**config.mk**
```make
export PLATFORM = sky130hd
export DESIGN_NAME = fde_controller
export DESIGN_NICKNAME = d
export VERILOG_FILES = /design/src/rtl/fde_controller.sv
export SDC_FILE = /design/constraint.sdc
export NUM_CORES = 1
export LEC_CHECK = 0
export ABC_AREA = 1
export CAP_MARGIN = 20
export CORE_AREA = 2 2 62 64
export DETAILED_ROUTE_END_ITERATION = 12
export DIE_AREA = 0 0 64 66
export HOLD_SLACK_MARGIN = 0.06
export PLACE_DENSITY = 0.81
export SLEW_MARGIN = 10
export SYNTH_ARGS = -nofsm -noshare
export SYNTH_HDL_FRONTEND = slang
export SYNTH_SLANG_ARGS = --single-unit
```
**constraint.sdc**
```tcl
create_clock -name CLK -period 1.8 [get_ports CLK]
set_input_delay 0.54 -clock CLK [delete_from_list [all_inputs] [get_ports CLK]]
set_output_delay 0.54 -clock CLK [all_outputs]
set_load 0.02 [all_outputs]
```
**src/rtl/fde_controller.sv**
```systemverilog
// fde_controller: multi-cycle fetch/decode/execute control FSM.
// Sequences PC, IR, register file, ALU and memory strobes from the IR opcode,
// the ALU zero flag and the memory ready handshake.
// Optional feature macro: FDE_PERF_COUNT_EN enables the cycle and retired
// instruction counters. When it is undefined, both counters read as zero and
// no counter flops are built.
module fde_controller #(
    parameter int OP_W  = 6,
    parameter int CNT_W = 32
) (
    input  logic             CLK,
    input  logic             reset,
    input  logic [OP_W-1:0]  op_code,
    input  logic [5:0]       funct,
    input  logic             zero,
    input  logic             mem_ready,
    output logic             pc_en,
    output logic [1:0]       pc_src,
    output logic             ir_load,
    output logic             mem_re,
    output logic             mem_we,
    output logic [3:0]       alu_op,
    output logic             rf_we,
    output logic             reg_dst,
    output logic             mem_to_reg,
    output logic             halted,
    output logic             illegal_op,
    output logic [2:0]       state,
    output logic [CNT_W-1:0] cycle_count,
    output logic [CNT_W-1:0] instr_count
);

    typedef enum logic [2:0] {
        S_FETCH     = 3'd0,
        S_DECODE    = 3'd1,
        S_EXECUTE   = 3'd2,
        S_MEMORY    = 3'd3,
        S_WRITEBACK = 3'd4,
        S_HALT      = 3'd5
    } state_t;

    localparam logic [OP_W-1:0] OP_R    = OP_W'(0);
    localparam logic [OP_W-1:0] OP_J    = OP_W'(2);
    localparam logic [OP_W-1:0] OP_BEQ  = OP_W'(4);
    localparam logic [OP_W-1:0] OP_ADDI = OP_W'(8);
    localparam logic [OP_W-1:0] OP_LW   = OP_W'(35);
    localparam logic [OP_W-1:0] OP_SW   = OP_W'(43);
    localparam logic [OP_W-1:0] OP_HALT = OP_W'(63);

    localparam logic [3:0] ALU_ADD = 4'd0;
    localparam logic [3:0] ALU_SUB = 4'd1;
    localparam logic [3:0] ALU_AND = 4'd2;
    localparam logic [3:0] ALU_OR  = 4'd3;
    localparam logic [3:0] ALU_SLT = 4'd4;

    localparam logic [1:0] PC_SEQ    = 2'd0;
    localparam logic [1:0] PC_BRANCH = 2'd1;
    localparam logic [1:0] PC_JUMP   = 2'd2;

    state_t state_q;
    state_t state_d;
    logic   illegal_q;
    logic   set_illegal;
    logic   count_instr;

    // R-type ALU operation from the MIPS funct field; unrecognised functs add.
    function automatic logic [3:0] alu_from_funct(input logic [5:0] f);
        case (f)
            6'h20:   return ALU_ADD;
            6'h22:   return ALU_SUB;
            6'h24:   return ALU_AND;
            6'h25:   return ALU_OR;
            6'h2A:   return ALU_SLT;
            default: return ALU_ADD;
        endcase
    endfunction

    // State register and sticky illegal-opcode flag.
    always_ff @(posedge CLK) begin
        // NOTE: sequential state uses non-blocking assignments so every flop
        // samples the pre-edge values, independent of statement order.
        if (reset) begin
            state_q   <= S_FETCH;
            illegal_q <= 1'b0;
        end else begin
            state_q <= state_d;
            if (set_illegal) begin
                illegal_q <= 1'b1;
            end
        end
    end

    // Next-state and strobe decode; while reset is asserted every strobe idles
    // so a simultaneous mem_ready cannot load the IR or PC.
    always_comb begin
        // NOTE: every output gets a default first, so no path through the
        // case statement can leave a signal unassigned and infer a latch.
        state_d     = state_q;
        pc_en       = 1'b0;
        pc_src      = PC_SEQ;
        ir_load     = 1'b0;
        mem_re      = 1'b0;
        mem_we      = 1'b0;
        alu_op      = ALU_ADD;
        rf_we       = 1'b0;
        reg_dst     = 1'b0;
        mem_to_reg  = 1'b0;
        set_illegal = 1'b0;
        count_instr = 1'b0;

        if (!reset) begin
            case (state_q)
                S_FETCH: begin
                    mem_re = 1'b1;
                    if (mem_ready) begin
                        ir_load = 1'b1;
                        pc_en   = 1'b1;
                        state_d = S_DECODE;
                    end
                end
                S_DECODE: begin
                    case (op_code)
                        OP_HALT: begin
                            count_instr = 1'b1;
                            state_d     = S_HALT;
                        end
                        OP_J: begin
                            pc_en       = 1'b1;
                            pc_src      = PC_JUMP;
                            count_instr = 1'b1;
                            state_d     = S_FETCH;
                        end
                        OP_R, OP_BEQ, OP_ADDI, OP_LW, OP_SW: begin
                            state_d = S_EXECUTE;
                        end
                        default: begin
                            set_illegal = 1'b1;
                            count_instr = 1'b1;
                            state_d     = S_FETCH;
                        end
                    endcase
                end
                S_EXECUTE: begin
                    case (op_code)
                        OP_R: begin
                            alu_op  = alu_from_funct(funct);
                            state_d = S_WRITEBACK;
                        end
                        OP_ADDI: begin
                            state_d = S_WRITEBACK;
                        end
                        OP_LW, OP_SW: begin
                            state_d = S_MEMORY;
                        end
                        OP_BEQ: begin
                            alu_op      = ALU_SUB;
                            pc_en       = zero;
                            pc_src      = PC_BRANCH;
                            count_instr = 1'b1;
                            state_d     = S_FETCH;
                        end
                        default: begin
                            state_d = S_FETCH;
                        end
                    endcase
                end
                S_MEMORY: begin
                    if (op_code == OP_LW) begin
                        mem_re = 1'b1;
                        if (mem_ready) begin
                            state_d = S_WRITEBACK;
                        end
                    end else if (op_code == OP_SW) begin
                        mem_we = 1'b1;
                        if (mem_ready) begin
                            count_instr = 1'b1;
                            state_d     = S_FETCH;
                        end
                    end else begin
                        state_d = S_FETCH;
                    end
                end
                S_WRITEBACK: begin
                    rf_we       = 1'b1;
                    reg_dst     = (op_code == OP_R);
                    mem_to_reg  = (op_code == OP_LW);
                    count_instr = 1'b1;
                    state_d     = S_FETCH;
                end
                S_HALT: begin
                    state_d = S_HALT;
                end
                default: begin
                    state_d = S_FETCH;
                end
            endcase
        end
    end

    assign state      = state_q;
    assign halted     = (state_q == S_HALT);
    assign illegal_op = illegal_q;

`ifdef FDE_PERF_COUNT_EN
    logic [CNT_W-1:0] cycle_q;
    logic [CNT_W-1:0] instr_q;

    // Performance counters: cycles outside HALT, and retirements plus HALT entry.
    always_ff @(posedge CLK) begin
        if (reset) begin
            cycle_q <= '0;
            instr_q <= '0;
        end else begin
            if (state_q != S_HALT) begin
                cycle_q <= cycle_q + 1'b1;
            end
            if (count_instr) begin
                instr_q <= instr_q + 1'b1;
            end
        end
    end

    assign cycle_count = cycle_q;
    assign instr_count = instr_q;
`else
    logic unused_count_instr;

    assign unused_count_instr = count_instr;
    assign cycle_count        = '0;
    assign instr_count        = '0;
`endif

endmodule

```
==> flow_metrics.tcl, run 1 <==
set metrics [dict create \
    antenna_cells 0 \
    slew_viol_final 0 \
    final-hold-violation-count 0 \
    drive_gt1_share_pct 42.1 \
    fmax_mhz 496 \
    finalSetupViolCount 11 \
    leakagePower_uw 0.000926 \
    place_congestion 0.843 \
    failed_checks "negative setup slack" \
    gr-usage-all-layers_pct 12.2 \
    grt_pass1_vias 948 \
    hold_path_depth 2 \
    drtAntennaViolNets 0 \
    vias 1074 \
    ys_seq_area_share_pct 7.56 \
    maxCapViolCount 0 \
    multi_input_area_um2 820 \
    worst-setup-path-type "in -> out" \
    clock-skew-final_ns 0.00102 \
    dieArea_um2 4220 \
    worstPathArrival_ns 1.48 \
    regArea_um2 86.3 \
    dieWidth_um 64 \
    r2r_slack_ns 0.39 \
    rows 22 \
    die_y_um 66 \
    grt_pass1_wl_um 4110 \
    grt_max_degree 7 \
    cp_max_fo 4 \
    total_power_uw 595 \
    hold_path_class "reg -> reg" \
    r2r_cells 12 \
    place_ws_ns -1.15 \
    insertion_delay_ns 0.23 \
    synth_area_um2 1060 \
    drt_iter0_markers 11 \
    nNetsFinal 260 \
    htree_levels 1 \
    numCtsBuffers 3 \
    drc 0 \
    io_buffers 32 \
    start_kind "input port" \
    fillCellCount 386 \
    start_util_pct 29.8 \
    synthCells 172 \
    synth.ff_latch_count 4 \
    outcome "complete, but fails checks" \
    timing.final.crit_share_pct 112 \
    final_cells 290 \
    finalCriticalPeriod_ns 2.02 \
    rsz0062_at_grt "true" \
    ir_worst_vdd_mv 0.240 \
    drtPass1Iterations 3 \
    antenna_found_initial 0 \
    overflow 0 \
    core_um2 3550 \
    cts-root-buf "clkbuf_4" \
    dp_hpwl_um 2070 \
    numPlacedInstances 278 \
    wl_um 2610 \
    clk_path_buf_depth 2 \
    cts_tree "built" \
    synth_cell_types 19 \
    power_density_nw_per_um2 363 \
    critPathRequiredTime_ns 1.26 \
    yosys_warnings 0 \
    area_growth_pct 54.9 \
    clock-sinks 4 \
    endpoint_kind "output pin" \
    via_per_inst 3.70 \
    io_pins 98 \
    clk_pin_slew_ns 0.04 \
    worst_slack_ns -0.218 \
    fin_hold_ws_ns 0.488 \
    synth.avg_cell_area_um2 6.16 \
    wire_per_inst_um 9.01 \
]
## per-stage QoR
stage | setup TNS [ns] | area [um^2] | utilization, %
2_1_floorplan | -0.458 | 1370 | -
3_3_place_gp | -12.71 | 1460 | 41.1
3_5_place_dp | -12.86 | 1460 | 41.1
4_1_cts | -1.68 | 1590 | 44.6
5_1_grt | -2.67 | 1640 | 46.2
6_report | -1.38 | 1640 | 46.2
## synth_stat cells
master    number  area share (%)
clkbuf_1       1            0.35
nor4_1         2             1.2
o21ai_1        1            0.47
nor2_1        18             6.4
nand2_2        3             1.8
dfxtp_1        4             7.6
nand3_1        9             4.2
nand2_1       28             9.9
nor2_2         5             3.0
buf_4         65              46
nand3_2        3             2.8
nor3_1         4             1.9
nor3_4         2             3.1
a21oi_1        4             1.9
nand4_1        2             1.2
o21ai_0        1            0.47
buf_6          1             1.1
conb_1         1            0.35
inv_1         18             6.4
## report_power, final
part	switching (uW)	total (uW)	internal (uW)
Combinational	250	376	126
Sequential	10.2	108	97.6
Clock	36.6	111	74.6
Total	297	595	298
## layout by cell type (no fill, tap or decap), types with 2 or more instances in the layout
| master | instances |
|---|---|
| nand4_1 | 2 |
| clkdlybuf4s50_1 | 2 |
| dlygate4sd2_1 | 5 |
| nor3_4 | 4 |
| clkbuf_4 | 3 |
| nor2_2 | 4 |
| inv_2 | 2 |
| buf_4 | 39 |
| nand2_4 | 3 |
| nand3_2 | 3 |
| nor2_4 | 7 |
| nand3_1 | 8 |
| buf_2 | 5 |
| inv_1 | 16 |
| nand2_2 | 5 |
| buf_6 | 14 |
| nor2_1 | 12 |
| nand2_1 | 23 |
| nor3_2 | 2 |
| dfxtp_2 | 2 |
| a21oi_1 | 2 |
| clkdlybuf4s15_1 | 3 |
| conb_1 | 65 |
## logic make-up (layout without fill, tap and decap cells)
group                  Yosys count  after routing  share of synthesized area [%]
AO/OA/AOI/OAI                    6              6                           2.83
buffers and inverters           85             91                           53.8
flip-flops                       4              4                           7.56
other                            1             65                          0.354
AND/OR/NAND/NOR                 76             76                           35.4
## sequential cells by signal (all words and copies together), names as in the netlist
| name | cells |
|---|---|
| state | 3 |
| illegal_op | 1 |
## worst paths after layout
path                                         startpoint                      end
worst max-delay path                         op_code[0]                alu_op[0]
worst min-delay path            illegal_op$_SDFFE_PP0P_  illegal_op$_SDFFE_PP0P_
worst max register to register    state[1]$_SDFFE_PP0P_    state[0]$_SDFFE_PP0P_
worst min register to register  illegal_op$_SDFFE_PP0P_  illegal_op$_SDFFE_PP0P_
## layer usage
metal / GRT usage (%) / vias to the layer above / share of wire [%]
li1: - / 545 / -
met1: 13.6 / 474 / 38
met2: 22.8 / 55 / 53
met3: 3.07 / 0 / 9.0
met4: 2.99 / 0 / 0
met5: 0 / - / 0
## critical path, cell delays in order
cell and delay, ns:
buf_6 0.10, nor2_4 0.13, nand2_4 0.08, nor2_4 0.12, nand2_4 0.08, inv_1 0.07, a21oi_2 0.07, o21ai_4 0.15
buf_6 0.13
## cell type report
type | count | area share (%)
multi-input combinational | 147 | 49.9
timing repair buffer | 70 | 35.7
sequential | 4 | 5.26
inverter | 18 | 4.12
tap | 48 | 3.66
clock buffer | 3 | 1.37
## what timing repair did
action,CTS,global route
setup buffers,7,2
endpoints found under the setup margin,19,13
resized for setup,142,13
pin swaps,21,9
hold buffers,0,0
Note: power is estimated with default switching activity, not from simulation.
==> inputs of run 2 (changes only) <==
Settings changed: GPL_ROUTABILITY_DRIVEN set to 0, SLEW_MARGIN 10 to 20.
==> flow_metrics.tcl, run 2 (synthesis gave the netlist of run 1 again) <==
set metrics [dict create \
    worstPathArrival_ns 1.49 \
    grt_pass1_vias 1000 \
    clock-sinks 4 \
    crit_chain "buf_8 -> nor2_4 -> nand2_4 -> nor2_4 -> nand2_4 -> buf_6 -> nor4_2 -> buf_2" \
    power_density_nw_per_um2 373 \
    nNetsFinal 270 \
    core_um2 3550 \
    worst_slack_ns -0.229 \
    area_growth_pct 68.4 \
    cts_tree "built" \
    slew_viol_final 0 \
    numCtsBuffers 3 \
    layout_common_cells "65 x conb_1, 43 x buf_4, 20 x nand2_1, 20 x buf_6" \
    htree_levels 1 \
    fmax_mhz 493 \
    dieArea_um2 4220 \
    largest_register_ffs 3 \
    design_area_um2 1780 \
    gr-usage-all-layers_pct 12.6 \
    cpPeakStageDelay_ns 0.20 \
    fin_setup_tns_ns -1.55 \
    finalSetupViolCount 12 \
    ir_worst_vdd_mv 0.210 \
    finalCriticalPeriod_ns 2.03 \
    place_area_um2 1450 \
    antenna_found_initial 0 \
    io_buffers 32 \
    die_y_um 66 \
    dieWidth_um 64 \
    leakagePower_uw 0.00101 \
    insertion_delay_ns 0.24 \
    outcome "complete, but fails checks" \
    grt_max_degree 7 \
    drive_gt1_share_pct 49.6 \
    timing.final.crit_share_pct 113 \
    hold_path_class "reg -> reg" \
    antenna_cells 0 \
    path_buf_inv 3 \
    maxCapViolCount 0 \
    wire_per_inst_um 9.64 \
    drc 0 \
    cts-root-buf "clkbuf_4" \
    drtAntennaViolNets 0 \
    rsz0062_at_grt "true" \
    start_util_pct 29.8 \
    rows 22 \
    cp_max_fo 4 \
    start_kind "input port" \
    overflow 0 \
    drt_iter0_markers 19 \
    endpoint_kind "output pin" \
    critPathRequiredTime_ns 1.26 \
    via_per_inst 3.88 \
    wl_um 2890 \
    drtPass1Iterations 4 \
    clk_pin_slew_ns 0.04 \
    cp_slowest_cell "buf_2" \
    worst-setup-path-type "in -> out" \
    grt_pass1_wl_um 4140 \
    layout_commonest_cell "conb_1" \
    vias 1165 \
    ctsHoldBuffers 0 \
    clk_path_buf_depth 2 \
    failed_checks "negative setup slack" \
    io_pins 98 \
    final-hold-violation-count 0 \
    clock-skew-final_ns 0.00476 \
    dp_hpwl_um 2030 \
    path_delay_family "simple AND/OR/NAND/NOR gates" \
]
==> run 2: changes by cell type in the layout (fill, tap and decap cells not counted), moves of 2 or more <==
cell / delta
nand3_2: +4
buf_8: +2
nand3_1: -3
buf_6: +6
nand2_4: +2
inv_1: -5
nand2_1: -3
buf_4: +4
inv_2: +4
==> run 2: layer usage <==
metal / GRT usage [%] / vias to the layer above / wire (um) / share of wire, %
met4: 4.89 / 0 / 55 / 1.9
li1: - / 568 / - / -
met2: 25.1 / 65 / 1610 / 56
met5: 0 / - / 0 / 0
met1: 12.3 / 526 / 989 / 34
met3: 3.07 / 6 / 239 / 8.3
==> run 2: worst paths after layout <==
kind	start	endpoint	slack [ns]	cells past startpoint
setup / recovery	op_code[1]	alu_op[2]	-0.23	8
hold / removal	illegal_op$_SDFFE_PP0P_	illegal_op$_SDFFE_PP0P_	0.49	2
setup reg to reg	state[0]$_SDFFE_PP0P_	state[0]$_SDFFE_PP0P_	0.02	15
hold reg to reg	illegal_op$_SDFFE_PP0P_	illegal_op$_SDFFE_PP0P_	0.49	2
==> run 2: worst register-to-register path, stage by stage (launching register included) <==
cell	delay, ns
dfxtp_4	0.35
buf_6	0.12
buf_6	0.11
nand2_4	0.05
nor2_4	0.04
buf_4	0.12
buf_4	0.12
buf_4	0.12
buf_4	0.12
buf_4	0.13
nand3_2	0.07
nand3_2	0.08
nand2_2	0.07
nand2_1	0.05
nand2_1	0.06
nor2_1	0.04
==> run 2: area by class of cell <==
cell class,count,area (um^2)
multi-input combinational,147,851
timing repair buffer,80,692
inverter,18,70.1
clock buffer,3,22.5
fill,336,1770
sequential,4,88.8
tap,48,60.1
==> run 2: metrics by stage <==
stage / hold slack (ns) / setup WS [ns] / total power, uW / util (%) / cells
floorplan: 0.570 / -0.127 / 435 / - / 236
global placement: 0.467 / -1.12 / 446 / 40.9 / 277
detailed placement: 0.463 / -1.14 / 448 / 40.9 / 277
CTS: 0.489 / -0.278 / 597 / 45.8 / 292
global route: 0.507 / -0.308 / 703 / 50.2 / 300
finish: 0.495 / -0.229 / 666 / 50.2 / 300
==> run 2: timing repair <==
item	CTS	global route
setup buffers	12	10
setup endpoints to repair	16	13
endpoints found under the hold margin	0	0
pin swaps	29	20
resized for setup	150	36
==> run 2: power by group <==
part | leakage (uW) | switching [uW] | internal, uW | total, uW
Sequential | 0.0000347 | 10.1 | 97.0 | 107
Clock | 0.0000138 | 42.3 | 75.0 | 117
Combinational | 0.000957 | 274 | 167 | 441
Total | 0.00101 | 327 | 339 | 666
